--- config.mk ---
export PLATFORM = sky130hd
export DESIGN_NAME = mem_stage_flat
export DESIGN_NICKNAME = d
export VERILOG_FILES = /design/src/rtl/mem_stage_if.sv /design/src/rtl/mem_stage.sv /design/src/flat_wrapper.sv
export SDC_FILE = /design/constraint.sdc
export NUM_CORES = 1
export LEC_CHECK = 0
export CORE_MARGIN = 2
export CORE_UTILIZATION = 50
export DETAILED_ROUTE_END_ITERATION = 6
export MAX_ROUTING_LAYER = met4
export PLACE_DENSITY = 0.88
export SYNTH_ARGS = -nofsm -noshare
export SYNTH_HDL_FRONTEND = slang
export SYNTH_SLANG_ARGS = --single-unit
export TNS_END_PERCENT = 5
--- constraint.sdc ---
create_clock -name i_clk -period 4.8 [get_ports i_clk]
set_input_delay 0.96 -clock i_clk [delete_from_list [all_inputs] [get_ports i_clk]]
set_output_delay 0.96 -clock i_clk [all_outputs]
set_load 0.02 [all_outputs]
--- src/rtl/mem_stage_if.sv ---
// Signal bundle between the EX stage, the memory stage, the data memory and writeback.
// The slave modport is the memory stage's view; master is the view of its environment.
interface mem_stage_if;
    // EX-stage result
    logic        i_valid;
    logic [31:0] i_alu_out;
    logic [31:0] i_store_data;
    logic [2:0]  i_func3;
    logic [4:0]  i_rd;
    logic        i_mem_read;
    logic        i_mem_write;
    logic        i_mem_to_reg;
    logic        i_reg_write;
    logic        o_stall;

    // Data-memory port
    logic        o_dmem_req;
    logic        o_dmem_we;
    logic [31:0] o_dmem_addr;
    logic [31:0] o_dmem_wdata;
    logic [3:0]  o_dmem_be;
    logic        i_dmem_ack;
    logic [31:0] i_dmem_rdata;

    // Writeback
    logic        o_wb_valid;
    logic [4:0]  o_wb_rd;
    logic [31:0] o_wb_data;
    logic        o_wb_reg_write;
    logic        o_misaligned;

    modport slave (
        input  i_valid, i_alu_out, i_store_data, i_func3, i_rd,
        input  i_mem_read, i_mem_write, i_mem_to_reg, i_reg_write,
        output o_stall,
        output o_dmem_req, o_dmem_we, o_dmem_addr, o_dmem_wdata, o_dmem_be,
        input  i_dmem_ack, i_dmem_rdata,
        output o_wb_valid, o_wb_rd, o_wb_data, o_wb_reg_write, o_misaligned
    );

    modport master (
        output i_valid, i_alu_out, i_store_data, i_func3, i_rd,
        output i_mem_read, i_mem_write, i_mem_to_reg, i_reg_write,
        input  o_stall,
        input  o_dmem_req, o_dmem_we, o_dmem_addr, o_dmem_wdata, o_dmem_be,
        output i_dmem_ack, i_dmem_rdata,
        input  o_wb_valid, o_wb_rd, o_wb_data, o_wb_reg_write, o_misaligned
    );
endinterface

--- src/rtl/mem_stage.sv ---
// Pipeline memory stage. Non-memory results pass straight to writeback one cycle later;
// aligned loads/stores issue a single data-memory request and hold the pipeline (o_stall)
// until the memory acknowledges. Misaligned or contradictory accesses never reach memory and
// are reported through o_misaligned instead.
module mem_stage (
    input  logic       i_clk,
    input  logic       i_reset,
    mem_stage_if.slave bus
);

    typedef enum logic {
        ST_IDLE = 1'b0,
        ST_WAIT = 1'b1
    } state_e;

    localparam logic [1:0] SZ_B = 2'd0;
    localparam logic [1:0] SZ_H = 2'd1;
    localparam logic [1:0] SZ_W = 2'd2;

    state_e      state_q, state_d;

    // Outstanding request (held constant for the whole WAIT state)
    logic        dmem_req_q;
    logic        dmem_we_q;
    logic [31:0] alu_q;
    logic [31:0] wdata_q;
    logic [3:0]  be_q;
    logic [2:0]  func3_q;
    logic [4:0]  rd_q;
    logic        mem_to_reg_q;
    logic        ld_reg_write_q;

    // Writeback register
    logic        wb_valid_q;
    logic [4:0]  wb_rd_q;
    logic [31:0] wb_data_q;
    logic        wb_reg_write_q;
    logic        misaligned_q;

    logic [1:0]  size;
    logic        is_mem;
    logic        bad_access;
    logic        accept;
    logic        start_alu;
    logic        start_err;
    logic        start_mem;
    logic        ack_done;
    logic [3:0]  st_be;
    logic [31:0] st_wdata;
    logic [31:0] ld_lane;
    logic [31:0] ld_data;

    // Classify the op offered by EX; only IDLE accepts anything, WAIT ignores i_valid.
    assign size       = bus.i_func3[1:0];
    assign is_mem     = bus.i_mem_read | bus.i_mem_write;
    assign bad_access = (bus.i_mem_read & bus.i_mem_write)
                      | ((size == SZ_H) & bus.i_alu_out[0])
                      | ((size == SZ_W) & (bus.i_alu_out[1:0] != 2'b00))
                      | (size == 2'd3);
    assign accept     = (state_q == ST_IDLE) & bus.i_valid;
    assign start_alu  = accept & ~is_mem;
    assign start_err  = accept & is_mem & bad_access;
    assign start_mem  = accept & is_mem & ~bad_access;
    // An ack outside WAIT belongs to no request of ours and is dropped.
    assign ack_done   = (state_q == ST_WAIT) & bus.i_dmem_ack;

    // Byte-lane enables and lane-replicated write data for the access being captured
    always_comb begin
        // NOTE: every output gets a default first, so no path leaves it unassigned (no latch).
        st_be    = 4'b1111;
        st_wdata = bus.i_store_data;
        case (size)
            SZ_B: begin
                st_be    = 4'b0001 << bus.i_alu_out[1:0];
                st_wdata = {4{bus.i_store_data[7:0]}};
            end
            SZ_H: begin
                st_be    = 4'b0011 << bus.i_alu_out[1:0];
                st_wdata = {2{bus.i_store_data[15:0]}};
            end
            default: ;
        endcase
    end

    // Pick the addressed lane out of the returned word and extend it to 32 bits
    always_comb begin
        ld_lane = bus.i_dmem_rdata >> {alu_q[1:0], 3'b000};
        ld_data = ld_lane;
        case (func3_q)
            3'd0:    ld_data = {{24{ld_lane[7]}}, ld_lane[7:0]};
            3'd1:    ld_data = {{16{ld_lane[15]}}, ld_lane[15:0]};
            3'd4:    ld_data = {24'd0, ld_lane[7:0]};
            3'd5:    ld_data = {16'd0, ld_lane[15:0]};
            default: ;
        endcase
    end

    // FSM state register
    always_ff @(posedge i_clk or negedge i_reset) begin
        // NOTE: sequential state uses non-blocking assignments so all flops update together.
        if (!i_reset) state_q <= ST_IDLE;
        else          state_q <= state_d;
    end

    // FSM next state: IDLE -> WAIT on an issued access, WAIT -> IDLE on ack
    always_comb begin
        state_d = state_q;
        case (state_q)
            ST_IDLE: if (start_mem) state_d = ST_WAIT;
            ST_WAIT: if (ack_done)  state_d = ST_IDLE;
            default: state_d = ST_IDLE;
        endcase
    end

    // FSM output: hold EX while an access is being captured or is outstanding
    always_comb begin
        bus.o_stall = 1'b0;
        case (state_q)
            ST_IDLE: bus.o_stall = start_mem;
            ST_WAIT: bus.o_stall = 1'b1;
            default: bus.o_stall = 1'b0;
        endcase
    end

    // Request and writeback registers; writeback pulses last exactly one cycle
    always_ff @(posedge i_clk or negedge i_reset) begin
        if (!i_reset) begin
            dmem_req_q     <= 1'b0;
            dmem_we_q      <= 1'b0;
            alu_q          <= '0;
            wdata_q        <= '0;
            be_q           <= '0;
            func3_q        <= '0;
            rd_q           <= '0;
            mem_to_reg_q   <= 1'b0;
            ld_reg_write_q <= 1'b0;
            wb_valid_q     <= 1'b0;
            wb_rd_q        <= '0;
            wb_data_q      <= '0;
            wb_reg_write_q <= 1'b0;
            misaligned_q   <= 1'b0;
        end else begin
            wb_valid_q     <= 1'b0;
            wb_reg_write_q <= 1'b0;
            misaligned_q   <= 1'b0;

            if (start_alu) begin
                wb_valid_q     <= 1'b1;
                wb_rd_q        <= bus.i_rd;
                wb_data_q      <= bus.i_alu_out;
                wb_reg_write_q <= bus.i_reg_write & (bus.i_rd != 5'd0);
            end

            if (start_err) begin
                wb_valid_q   <= 1'b1;
                wb_rd_q      <= bus.i_rd;
                wb_data_q    <= bus.i_alu_out;
                misaligned_q <= 1'b1;
            end

            if (start_mem) begin
                dmem_req_q     <= 1'b1;
                dmem_we_q      <= bus.i_mem_write;
                alu_q          <= bus.i_alu_out;
                wdata_q        <= st_wdata;
                be_q           <= st_be;
                func3_q        <= bus.i_func3;
                rd_q           <= bus.i_rd;
                mem_to_reg_q   <= bus.i_mem_to_reg;
                ld_reg_write_q <= bus.i_mem_read & bus.i_reg_write & (bus.i_rd != 5'd0);
            end

            if (ack_done) begin
                dmem_req_q     <= 1'b0;
                dmem_we_q      <= 1'b0;
                be_q           <= 4'b0000;
                wb_valid_q     <= 1'b1;
                wb_rd_q        <= rd_q;
                wb_data_q      <= mem_to_reg_q ? ld_data : alu_q;
                wb_reg_write_q <= ld_reg_write_q;
            end
        end
    end

    assign bus.o_dmem_req     = dmem_req_q;
    assign bus.o_dmem_we      = dmem_we_q;
    assign bus.o_dmem_addr    = {alu_q[31:2], 2'b00};
    assign bus.o_dmem_wdata   = wdata_q;
    assign bus.o_dmem_be      = be_q;
    assign bus.o_wb_valid     = wb_valid_q;
    assign bus.o_wb_rd        = wb_rd_q;
    assign bus.o_wb_data      = wb_data_q;
    assign bus.o_wb_reg_write = wb_reg_write_q;
    assign bus.o_misaligned   = misaligned_q;

endmodule

--- src/flat_wrapper.sv ---
// flat-port wrapper written by rule: the top's interface ports become plain ports
module mem_stage_flat 
  (i_clk, i_reset, bus_i_valid, bus_i_alu_out, bus_i_store_data, bus_i_func3, bus_i_rd, bus_i_mem_read, bus_i_mem_write, bus_i_mem_to_reg, bus_i_reg_write, bus_o_stall, bus_o_dmem_req, bus_o_dmem_we, bus_o_dmem_addr, bus_o_dmem_wdata, bus_o_dmem_be, bus_i_dmem_ack, bus_i_dmem_rdata, bus_o_wb_valid, bus_o_wb_rd, bus_o_wb_data, bus_o_wb_reg_write, bus_o_misaligned);
  mem_stage_if bus_i ();
  input  logic i_clk;
  input  logic i_reset;
  input wire logic [$bits(bus_i.i_valid)-1:0] bus_i_valid;
  input wire logic [$bits(bus_i.i_alu_out)-1:0] bus_i_alu_out;
  input wire logic [$bits(bus_i.i_store_data)-1:0] bus_i_store_data;
  input wire logic [$bits(bus_i.i_func3)-1:0] bus_i_func3;
  input wire logic [$bits(bus_i.i_rd)-1:0] bus_i_rd;
  input wire logic [$bits(bus_i.i_mem_read)-1:0] bus_i_mem_read;
  input wire logic [$bits(bus_i.i_mem_write)-1:0] bus_i_mem_write;
  input wire logic [$bits(bus_i.i_mem_to_reg)-1:0] bus_i_mem_to_reg;
  input wire logic [$bits(bus_i.i_reg_write)-1:0] bus_i_reg_write;
  output wire logic [$bits(bus_i.o_stall)-1:0] bus_o_stall;
  output wire logic [$bits(bus_i.o_dmem_req)-1:0] bus_o_dmem_req;
  output wire logic [$bits(bus_i.o_dmem_we)-1:0] bus_o_dmem_we;
  output wire logic [$bits(bus_i.o_dmem_addr)-1:0] bus_o_dmem_addr;
  output wire logic [$bits(bus_i.o_dmem_wdata)-1:0] bus_o_dmem_wdata;
  output wire logic [$bits(bus_i.o_dmem_be)-1:0] bus_o_dmem_be;
  input wire logic [$bits(bus_i.i_dmem_ack)-1:0] bus_i_dmem_ack;
  input wire logic [$bits(bus_i.i_dmem_rdata)-1:0] bus_i_dmem_rdata;
  output wire logic [$bits(bus_i.o_wb_valid)-1:0] bus_o_wb_valid;
  output wire logic [$bits(bus_i.o_wb_rd)-1:0] bus_o_wb_rd;
  output wire logic [$bits(bus_i.o_wb_data)-1:0] bus_o_wb_data;
  output wire logic [$bits(bus_i.o_wb_reg_write)-1:0] bus_o_wb_reg_write;
  output wire logic [$bits(bus_i.o_misaligned)-1:0] bus_o_misaligned;
  assign bus_i.i_valid = bus_i_valid;
  assign bus_i.i_alu_out = bus_i_alu_out;
  assign bus_i.i_store_data = bus_i_store_data;
  assign bus_i.i_func3 = bus_i_func3;
  assign bus_i.i_rd = bus_i_rd;
  assign bus_i.i_mem_read = bus_i_mem_read;
  assign bus_i.i_mem_write = bus_i_mem_write;
  assign bus_i.i_mem_to_reg = bus_i_mem_to_reg;
  assign bus_i.i_reg_write = bus_i_reg_write;
  assign bus_o_stall = bus_i.o_stall;
  assign bus_o_dmem_req = bus_i.o_dmem_req;
  assign bus_o_dmem_we = bus_i.o_dmem_we;
  assign bus_o_dmem_addr = bus_i.o_dmem_addr;
  assign bus_o_dmem_wdata = bus_i.o_dmem_wdata;
  assign bus_o_dmem_be = bus_i.o_dmem_be;
  assign bus_i.i_dmem_ack = bus_i_dmem_ack;
  assign bus_i.i_dmem_rdata = bus_i_dmem_rdata;
  assign bus_o_wb_valid = bus_i.o_wb_valid;
  assign bus_o_wb_rd = bus_i.o_wb_rd;
  assign bus_o_wb_data = bus_i.o_wb_data;
  assign bus_o_wb_reg_write = bus_i.o_wb_reg_write;
  assign bus_o_misaligned = bus_i.o_misaligned;
  mem_stage u_core (.i_clk(i_clk), .i_reset(i_reset), .bus(bus_i));
endmodule
* Yosys cells after proc, flatten, opt, wreduce, memory -nomap -nowiden
Cells that the tools add are included.
Word-level totals: output and inout bits 111, register bits 121, input bits 112
Cells by class: mux-type cells 26, shifts and indexed selects 3, eq/ne operators 6, reduce and logical (&&, ||, !) cells 6, bitwise operators 19
Operator list (count):
- 32-bit two-way mux | 4
- 32-bit one-hot mux with 4 select lines | 1
- 32-bit one-hot mux with 2 select lines | 1
- 32-bit by 5-bit >> shifter with 32-bit output | 1
- 5-bit two-way mux | 3
- 1-bit bitwise AND | 12
- 1-bit two-way mux | 12
- 4-bit two-way mux | 2
- 4-bit one-hot mux with 2 select lines | 1
- 3-bit equality test (second input constant) | 2
- 5-bit nonzero test | 1
- 2-bit equality test (second input constant) | 2
- 1-bit bitwise OR | 4
- 1-bit one-hot mux with 2 select lines | 2
- 2-bit nonzero test | 2
- 1-bit by 2-bit << shifter with 4-bit output (first input constant) | 1
- 2-bit by 2-bit << shifter with 4-bit output (first input constant) | 1
- 3-bit by 1-bit equality test with 1-bit output (second input constant) | 1
- 3-bit logical NOT | 1
- 1-bit inverter | 3
- 3-bit nonzero test | 1
- 2-bit by 1-bit equality test with 1-bit output (second input constant) | 1
- 2-bit logical NOT | 1

* Longest topological paths before layout
depth in word-level cells 9, depth in mapped cells 9

* Worst setup path after synthesis
Ideal clock, no wire load.
path type input -> output, start point input port bus_i_func3[0], end point output port bus_o_stall, arrival time 2.226 ns, slack 1.614 ns, stages on the path 8, cell sequence buf_2 nor3_4 o21ai_2 or2_1 buf_2 buf_6 buf_2 nand2_1
Between the ends: longest elaborated chain between the ends 8
Ends and longest elaborated chain:
- from (decl) | line flat_wrapper.sv:10 | input wire logic [$bits(bus_i.i_func3)-1:0] bus_i_func3;
- 2-bit by 1-bit equality test with 1-bit output | line mem_stage.sv:57 | | ((size == SZ_H) & bus.i_alu_out[0])
- 1-bit bitwise AND | line mem_stage.sv:57
- 1-bit bitwise OR | line mem_stage.sv:57
- 1-bit bitwise OR | line mem_stage.sv:58 | | ((size == SZ_W) & (bus.i_alu_out[1:0] != 2'b00))
- 1-bit bitwise OR (*) | line mem_stage.sv:59 | | (size == 2'd3);
- 1-bit inverter (*) | line mem_stage.sv:63 | assign start_mem = accept & is_mem & ~bad_access;
- 1-bit bitwise AND (*) | line mem_stage.sv:63
- 1-bit one-hot mux with 2 select lines (*) | line mem_stage.sv:118 | case (state_q)
- to (decl) | line flat_wrapper.sv:16 | output wire logic [$bits(bus_i.o_stall)-1:0] bus_o_stall;
Every way passes the cells marked *; elsewhere a longest branch is shown, timed or not.

* Worst setup path after layout
start point input port bus_i_alu_out[0], end point output port bus_o_stall
Between the ends: longest elaborated chain between the ends 7
Ends and longest elaborated chain:
- from (decl) | line flat_wrapper.sv:8 | input wire logic [$bits(bus_i.i_alu_out)-1:0] bus_i_alu_out;
- 1-bit bitwise AND or 2-bit nonzero test (tied branches) | line mem_stage.sv:57, mem_stage.sv:58
- 1-bit bitwise OR or 1-bit bitwise AND (tied branches) | line mem_stage.sv:57, mem_stage.sv:58
- 1-bit bitwise OR (*) | line mem_stage.sv:58
- 1-bit bitwise OR (*) | line mem_stage.sv:59
- 1-bit inverter (*) | line mem_stage.sv:63
- 1-bit bitwise AND (*) | line mem_stage.sv:63
- 1-bit one-hot mux with 2 select lines (*) | line mem_stage.sv:118
Marked as above.

==> run_results.csv <==
group,metric,value,unit
sta,setup_tns,0,ns
power,power_leakage,3.98,nW
yosys,synth_edf_count,0,
yosys,synth_cell_type_count,45,
placed_design,dp_hpwl,14.6,mm
drt,dr.pass1.iters,5,
floorplanning,rows,41,
power,irDropWorstVdd,262,uV
sta,final.min_clock_period,3.80,ns
drt,vias,5866,
setup_path,cp_data_required_time,3.84,ns
floorplanning,die_height,119,um
clocking,numCtsBuffers,17,
yosys,synth_flop_cell,"dfrtp_1",
setup_path,max_stage_delay,0.60,ns
sta,grt_setup_unrepaired,"no",
status,status,"completed",
clocking,clock-sinks,121,
setup_path,crit_fanout,8,
grt,grt_pass1_wl,32.4,mm
setup_path,cp_cell_sequence,"clkdlybuf4s50_1 > a21oi_1 > o21ai_2 > or2_4 > nand2_1 > clkdlybuf4s50_1",
floorplanning,coreArea,0.0127,mm2
setup_path,reg2reg_setup_slack,2.15,ns
grt,grtUsageTotal,30.5,%
sta,maxSlewViolCount,0,
flow_run,maxCapViolations,0,
final_layout,num_antenna_cells,0,
yosys,seq_area_frac_synth,46.0,%
grt,antenna_found_initial,0,
setup_path,crit_start,"bus_i_alu_out[0]",
drt,ant_nets,0,
placed_design,dpl_cell_area,0.00862,mm2
clocking,ctsResizeCount,0,
clocking,root_buffer,"clkbuf_16",
sta,relSlewSlack,35.7,%
setup_path,rr_startpoint,"u_core.state_q$_DFF_PN0_",
drt,wl_per_cell,21.0,um
final_layout,mostFrequentLayoutCells,"clkdlybuf4s50_1, dfrtp_1, nand2_1",
clocking,htreeDepth,4,
drt,vias_per_cell,5.97,
clocking,cts_buffer_depth,2,
grt,overflow,0,
setup_path,critPathSlowestCell,"clkdlybuf4s50_1",
setup_path,r2r.worst_path.cells,6,
power,seqPwrFrac,33.8,%
yosys,syn-cell-area,0.00658,mm2
yosys,synthArstFlopShare,100,%
clocking,cts_tree,"yes",
floorplanning,ios,223,
clocking,holdBufCountCts,0,
power,p_int,2.97,mW
clocking,clkTransAtPathRegs,0.05,ns
sta,max_freq,263,MHz
floorplanning,fp.dieArea,0.0141,mm2
yosys,synth-seq-cells,121,
power,p_comb_share,41.5,%
placed_design,numPortBuffers,220,
yosys,ys_warn_count,0,
sta,finalHoldViolations,0,
worst_hold_path,hold_depth,2,
power,power_density,507,mW/mm2
power,sw_frac_of_total,35.9,%
setup_path,critical_path_class,"input pin to output port",
final_layout,final_common_cell,"clkdlybuf4s50_1",
setup_path,path_common_cell,"clkdlybuf4s50_1",
sta,worst_pin_slew,0.965,ns
sta,setup_viol,0,
placed_design,gp_congestion,0.920,
final_layout,layout-drive-gt1-share,15.3,%
power,power_frac_clock,24.7,%
setup_path,crit_family,"buffers and inverters",
drt,wirelength,20.6,mm
clocking,clkLatencyLatePin,0.42,ns
setup_path,startpoint_type,"input pin",
setup_path,rr_endpoint,"u_core.mem_to_reg_q$_DFFE_PN0P_",
final_layout,fin_area,0.00914,mm2
grt,grt_start_max_net_pins,62,
grt,grt_pass1_vias,5988,
floorplanning,start_util,51.7,%
setup_path,worst-path-stages,6,
drt,dr.first_iter.drc_count,680,
power,switching_power,1.66,mW
yosys,synth_cells,629,
setup_path,cp.buffers_inverters,2,
setup_path,arrival,2.84,ns
final_layout,finalNetCount,913,
floorplanning,die_w,119,um
final_layout,area_delta_synth_final,38.9,%
setup_path,crit_end,"bus_o_stall",
worst_hold_path,hp-class,"register to register",
drt,drc,0,
yosys,syn_area_per_cell,10.5,um2
sta,fin_crit_sh,79.2,%
sta,fin_ws,0.997,ns
placed_design,dp_slack,0.871,ns
setup_path,worstSetupEndpointType,"output port",
sta,fin_skew,0.00503,ns
clocking,cts_setup_buffers,0,
## registers in the layout (all words and copies together) (netlist names), 3 cells and up
name / cells
u_core.func3_q: 3
u_core.bus.o_dmem_be: 4
u_core.bus.o_wb_data: 32
u_core.rd_q: 5
u_core.bus.o_wb_rd: 5
u_core.bus.o_dmem_wdata: 32
u_core.alu_q: 32
## metal layers
layer  up-vias  track usage, %  wire length, um
met5         -               -                0
met4         0            13.8              809
met3        61            9.65             2000
met2       366            46.5             9620
met1      2865            37.2             8170
li1       2574               -                -
## through the flow
step                      utilization, %  hold slack [ns]  total power, mW  std cells
after floorplan                        -            0.443             2.71        630
after global placement              67.7            0.454             3.42        954
after detailed placement            67.7            0.471             3.48        954
after CTS                           71.8            0.487             4.64        983
after global routing                71.8            0.507             4.85        983
final                               71.8            0.481             4.64        983
## power by group through the flow
stage	combinational [mW]	sequential [mW]	clock, mW
2_1_floorplan	0.982	1.73	0
3_3_place_gp	1.86	1.55	0
3_5_place_dp	1.91	1.57	0
4_1_cts	1.92	1.56	1.15
5_1_grt	2.04	1.60	1.20
6_report	1.93	1.57	1.15
## cell usage after synthesis (all sizes together), types with 2 or more instances
library cell  number  area share (%)
mux2i             54             8.2
nor4b              8             1.1
nand2             73             4.2
a31o              16             2.1
nor3              11             1.0
o22ai              7            0.67
or4                2            0.23
nor2b              9            0.86
a31oi             23             2.2
clkbuf            25             1.4
dfrtp            121              46
and2               3            0.29
o21ai             49             3.8
inv                6            0.34
buf               55             6.1
a21oi             24             2.0
o211ai             8            0.99
a311oi             2            0.27
and3               2            0.19
o31ai             17             2.7
or2                3            0.29
nand3             20             1.5
nor2              31             1.9
mux2              50              11
## worst register-to-register path, cell delays in order, from the launching register on
cell and delay, ns:
dfrtp_1 0.41, inv_1 0.11, nand2_1 0.13, or2_4 0.14, buf_4 0.58, buf_4 0.71, mux2_2 0.46
## area by class of cell
class,count,area [um2]
clock buffers,26,509
clock inverters,3,15.0
fillers,912,3580
inverters,7,26.3
multi-input cells,422,3040
flip-flops and latches,121,3030
well taps,172,215
repair buffers,232,2300
## worst min path at each step
stage / endpoint / from
after CTS: u_core.bus.o_dmem_wdata[8]$_DFFE_PN0P_ / u_core.bus.o_dmem_wdata[8]$_DFFE_PN0P_
after floorplan: u_core.bus.o_wb_reg_write$_DFF_PN0_ / u_core.ld_reg_write_q$_DFFE_PN0P_
final: u_core.bus.o_dmem_wdata[8]$_DFFE_PN0P_ / u_core.bus.o_dmem_wdata[8]$_DFFE_PN0P_
after detailed placement: u_core.bus.o_wb_rd[0]$_DFFE_PN0P_ / u_core.rd_q[0]$_DFFE_PN0P_
after global placement: u_core.bus.o_wb_rd[3]$_DFFE_PN0P_ / u_core.rd_q[3]$_DFFE_PN0P_
after global routing: u_core.bus.o_wb_rd[1]$_DFFE_PN0P_ / u_core.rd_q[1]$_DFFE_PN0P_
## cell families (layout without fill, tap and decap cells)
kind of cell,after synthesis,in the layout,synth area share [%]
other,1,2,0.0570
buffers and inverters,87,268,7.89
XOR/XNOR,1,1,0.133
flip-flops,121,121,46.0
multiplexers,104,104,18.8
AO/OA/AOI/OAI,150,150,15.3
AND/OR/NAND/NOR,165,165,11.9
(Power assumes the default switching activity.)
